### config.mk
export PLATFORM = sky130hd
export DESIGN_NAME = adder_27_feeder
export DESIGN_NICKNAME = d
export VERILOG_FILES = /design/src/rtl/adder_27_feeder.sv
export SDC_FILE = /design/constraint.sdc
export NUM_CORES = 1
export LEC_CHECK = 0
export BUFFER_PORTS_ARGS = -buffer_cell sky130_fd_sc_hd__buf_2
export CORE_AREA = 2 2 130 259
export CTS_CLUSTER_SIZE = 20
export DETAILED_ROUTE_END_ITERATION = 8
export DIE_AREA = 0 0 132 261
export MAX_ROUTING_LAYER = met4
export PLACE_DENSITY = 0.86
export SLEW_MARGIN = 10
export SYNTH_ARGS = -nofsm -noshare
export SYNTH_HDL_FRONTEND = slang
export SYNTH_SLANG_ARGS = --single-unit
### constraint.sdc
create_clock -name clk -period 11.8 [get_ports clk]
set_input_delay 1.18 -clock clk [delete_from_list [all_inputs] [get_ports clk]]
set_output_delay 1.18 -clock clk [all_outputs]
set_load 0.005 [all_outputs]
### src/rtl/adder_27_feeder.sv
// rtl/adder_27_feeder.sv - packs a serial operand stream into the 27-input adder bus and returns its sum
// Optional watchdog in WAIT: define FEEDER_TIMEOUT_EN.
module adder_27_feeder #(
    parameter int BITSIZE     = 14,
    parameter int NUM_INPUTS  = 27,
    parameter int SUM_W       = BITSIZE + 7,
    parameter int TIMEOUT_CYC = 64
) (
    input  logic                          clk,
    input  logic                          rst,
    input  logic                          in_valid,
    input  logic [BITSIZE-1:0]            in_data,
    output logic                          in_ready,
    output logic [NUM_INPUTS*BITSIZE-1:0] input_numbers,
    output logic                          start_adder,
    input  logic [SUM_W-1:0]              adder_sum,
    input  logic                          adder_valid,
    output logic                          out_valid,
    output logic [SUM_W-1:0]              out_sum,
    input  logic                          out_ready,
    output logic                          busy,
    output logic                          timeout_err
);

    localparam int CNT_W = $clog2(NUM_INPUTS);

    typedef enum logic [1:0] {
        S_LOAD = 2'd0,
        S_FIRE = 2'd1,
        S_WAIT = 2'd2,
        S_HOLD = 2'd3
    } state_t;

    state_t           state;
    logic [CNT_W-1:0] cnt;

`ifdef FEEDER_TIMEOUT_EN
    localparam int TO_W = $clog2(TIMEOUT_CYC + 1);
    logic [TO_W-1:0] wait_cnt;
`else
    assign timeout_err = 1'b0;
`endif

    assign in_ready    = (state == S_LOAD);
    assign start_adder = (state == S_FIRE);

    always_ff @(posedge clk) begin
        if (rst) begin
            state         <= S_LOAD;
            cnt           <= '0;
            input_numbers <= '0;
            out_valid     <= 1'b0;
            out_sum       <= '0;
            busy          <= 1'b0;
`ifdef FEEDER_TIMEOUT_EN
            wait_cnt      <= '0;
            timeout_err   <= 1'b0;
`endif
        end else begin
`ifdef FEEDER_TIMEOUT_EN
            timeout_err <= 1'b0;
`endif
            case (state)
                S_LOAD: begin
                    if (in_valid) begin
                        input_numbers[int'(cnt)*BITSIZE +: BITSIZE] <= in_data;
                        busy <= 1'b1;
                        if (cnt == CNT_W'(NUM_INPUTS - 1)) begin
                            cnt   <= '0;
                            state <= S_FIRE;
                        end else begin
                            cnt <= cnt + 1'b1;
                        end
                    end
                end
                S_FIRE: begin
`ifdef FEEDER_TIMEOUT_EN
                    wait_cnt <= '0;
`endif
                    state <= S_WAIT;
                end
                S_WAIT: begin
                    if (adder_valid) begin
                        out_sum   <= adder_sum;
                        out_valid <= 1'b1;
                        state     <= S_HOLD;
                    end
`ifdef FEEDER_TIMEOUT_EN
                    // Give up after TIMEOUT_CYC silent cycles; out_sum keeps the last good result.
                    else if (wait_cnt == TO_W'(TIMEOUT_CYC - 1)) begin
                        timeout_err <= 1'b1;
                        busy        <= 1'b0;
                        state       <= S_LOAD;
                    end else begin
                        wait_cnt <= wait_cnt + 1'b1;
                    end
`endif
                end
                S_HOLD: begin
                    if (out_ready) begin
                        out_valid <= 1'b0;
                        busy      <= 1'b0;
                        state     <= S_LOAD;
                    end
                end
                default: state <= S_LOAD;
            endcase
        end
    end

endmodule

==> results.md <==
* GRT Overall Usage at 39.5%
* Syn avg cell area at 8.17 µm²
* Die area at 0.0345 mm²
* Synthesized area at 0.0190 mm²
* # setup viols final at 0
* Worst-skew pair later-pin latency at 0.55 ns
* Max Fclk at 150 MHz
* R2r setup slk at 5.13 ns
* Synth area leaders: dfxtp_1, nor2_1, a21oi_1
* Reg2reg start: cnt[2]
* Crit Path Class: reg2reg
* Distinct cells, synth at 91
* Num rows at 94
* Clock sinks at 408
* CP Max Fanout at 55
* Final worst-path cycle share at 56.5%
* FF/Latch Area at 0.00817 mm²
* Initial antenna violation count at 0
* Status: complete, no violations
* Hold Path End: input_numbers[160]
* Largest net degree at the start of global routing at 163
* Top FF cell, synth: dfxtp_1
* Number of synthesized flops with an enable pin at 0
* TNS Setup at 0 ns
* CTS-repair resized insts at 0
* Most frequent cells in the layout: buf_2, dfxtp_1, nor2_1
* Power Density at 144 mW/mm²
* Slew Limit Headroom at 17.2%
* Nets@finish at 2,731
* I/O Buffers at 442
* DRC viols at 0
* Worst slew pin tran at 1.23 ns
* WL per Instance at 22.3 µm
* GPL Wtd Cong at 1.01
* Share of the synthesized area in the top cell type at 42.9%
* Via Count at 19.6k
* TritonCTS Buffers at 35
* Vias in the first global route at 18.1k
* Worst-path clk slew at 0.07 ns
* Worst VDD drop at 0.000150 V
* Seq/Total Area, Yosys at 42.9%
* Routed WL at 69,600 µm
* Share of cells above drive strength 1 at 23.4%
* Setup crit end kind: flip-flop
* Number of diodes at 0
* Antenna Violating Nets Remaining at 0
* Largest area contributor in the netlist: dfxtp_1
* Clk buf depth at 3
* Final Hold Vio Count at 0
* Area growth syn-to-layout at 18.7%
* Min-Delay Startpoint: input_numbers[160]
* Hold buffer count at cts at 0
* RSZ-0062 raised after global routing: false
* 1st-iter DRT viols at 2,233
* Worst setup SP type: flip-flop
* Grt ovf at 0
* Setup Buffers After CTS at 0
* MaxCap Viol Count at 0
* Worst Hold Depth at 2
* Multi-input logic area at 0.0102 mm²
* Syn Nets at 2,391
* Htree depth at 2
* CTS tree: done
* Most common cell after layout, fill and taps aside: buf_2
* Clock Skews at 0.0190 ns
* Ys Warns at 0
* Detailed Routing Iterations Pass 1 at 6
* DP HPWL at 49,800 µm
* Required time of the critical path at 12.18 ns
* Fillers at 2,585
* R2R cell count at 15
* Final worst path period need at 6.67 ns
* First-pass GRT wire length at 104,000 µm
* Leakage at 9.50 nW
* Final WS setup at 5.13 ns
* Asr flop ratio synth at 0%
* CP arrival at 7.05 ns
* Initial Utilization at 58.4%
* Die W at 132 µm
* R2r endpoint: input_numbers[126]
* DP Worst Slack at 5.36 ns
* CORE AREA at 0.0326 mm²
* Final Max Slew Viols at 0
* Synth Instances at 2,329
* Boundary pin count at 444
* Worst min-delay path category: reg2reg
* CP startpoint: cnt[2]
* #FFs+latches synth at 408
* CTS Root Cell: clkbuf_16
* Via/cell ratio at 6.27
* Die Ht at 261 µm
-- cell usage after synthesis (6+ instances only) --
| cell type | number |
|---|---|
| o21ai_0 | 38 |
| a31oi_1 | 9 |
| nand3_1 | 102 |
| and2_1 | 18 |
| o221a_2 | 9 |
| clkbuf_1 | 123 |
| nor2_1 | 340 |
| nand4_1 | 18 |
| o21ai_1 | 8 |
| o22ai_1 | 24 |
| a41oi_1 | 6 |
| a22oi_1 | 6 |
| a21o_1 | 7 |
| a211oi_1 | 57 |
| a21oi_1 | 228 |
| ha_1 | 17 |
| nor3_1 | 123 |
| mux4_2 | 7 |
| o22a_1 | 10 |
| nand2_1 | 303 |
| nor2b_1 | 28 |
| inv_1 | 19 |
| o31ai_1 | 13 |
| dfxtp_1 | 408 |
| mux2_2 | 17 |
| nor3_2 | 9 |
| nand2b_1 | 26 |
| nor4_1 | 12 |
| nand3b_1 | 34 |
| a311oi_1 | 19 |
| or3_1 | 12 |
| buf_2 | 45 |
| and3_1 | 6 |
| a21boi_0 | 6 |
| nor2_2 | 6 |
| mux2i_1 | 94 |
-- critical path, stage by stage, from the launching register on --
cell	delay, ns
dfxtp_1	0.59
fa_1	0.50
ha_1	0.27
fa_1	0.49
xnor2_1	0.69
nand3_1	0.27
a21oi_2	0.33
and2_1	0.22
ha_1	0.55
inv_1	0.36
or3_1	0.79
nor3_4	0.22
buf_4	0.55
nand4_1	0.28
mux2i_1	0.24
nor2_1	0.07
-- per-layer routing --
metal | wire length [µm] | part of all wire, % | up-vias | GRT usage (%)
met3 | 6710 | 9.6 | 264 | 7.94
met4 | 4380 | 6.3 | 0 | 21.2
met2 | 32900 | 47 | 1234 | 64.4
met1 | 25600 | 37 | 9176 | 45.8
met5 | 0 | 0 | - | -
li1 | - | - | 8915 | -
-- sequential cells by signal, summed over array words and instances (netlist names) --
signal / cells
busy: 1
cnt: 5
input_numbers: 378
out_sum: 21
out_valid: 1
state: 2
-- worst max path at each step --
stage | to | slack (ns) | cells after the start
3_5_place_dp | input_numbers[126] | 5.36 | 15
3_3_place_gp | input_numbers[127] | 5.57 | 15
4_1_cts | input_numbers[126] | 5.31 | 15
2_1_floorplan | input_numbers[246] | 6.83 | 16
5_1_grt | input_numbers[126] | 4.78 | 15
6_report | input_numbers[126] | 5.13 | 15
-- report_power, final --
group | switching, mW | internal [mW] | leakage (nW)
Combinational | 0.546 | 0.163 | 5.68
Sequential | 0.00746 | 1.39 | 3.29
Clock | 0.529 | 0.612 | 0.532
Total | 1.08 | 2.16 | 9.50
-- per-stage QoR --
stage	utilization, %	hold WS (ns)	total power, mW	instances	cell area, µm²
after global routing	69.3	0.470	3.32	3123	22600
after CTS	69.3	0.453	3.22	3123	22600
after global placement	65.9	0.439	2.10	3064	21500
final	69.3	0.454	3.25	3123	22600
after floorplan	-	0.448	1.86	2329	19000
after detailed placement	65.9	0.443	2.10	3064	21500
-- final cells by class --
cell class,instances,area share (%)
flip-flops and latches,408,36.2
clock inverters,10,0.438
clock buffers,49,4.38
multi-input cells,1724,45.2
well taps,432,2.39
repair buffers,481,11.1
inverters,19,0.316
-- cell families (layout without fill, tap and decap cells) --
logic type               count (synthesis)  after routing  share of synthesized area (%)
AND/OR/NAND/NOR                       1064           1064                           26.0
XOR/XNOR                                10             10                          0.684
flip-flops                             408            408                           42.9
AO/OA/AOI/OAI                          506            506                           17.4
adder cells (fa/ha/maj)                 22             22                           1.64
multiplexers                           121            121                           6.96
buffers and inverters                  197            559                           4.32
other                                    1              1                         0.0197
(Power assumes the default switching activity.)
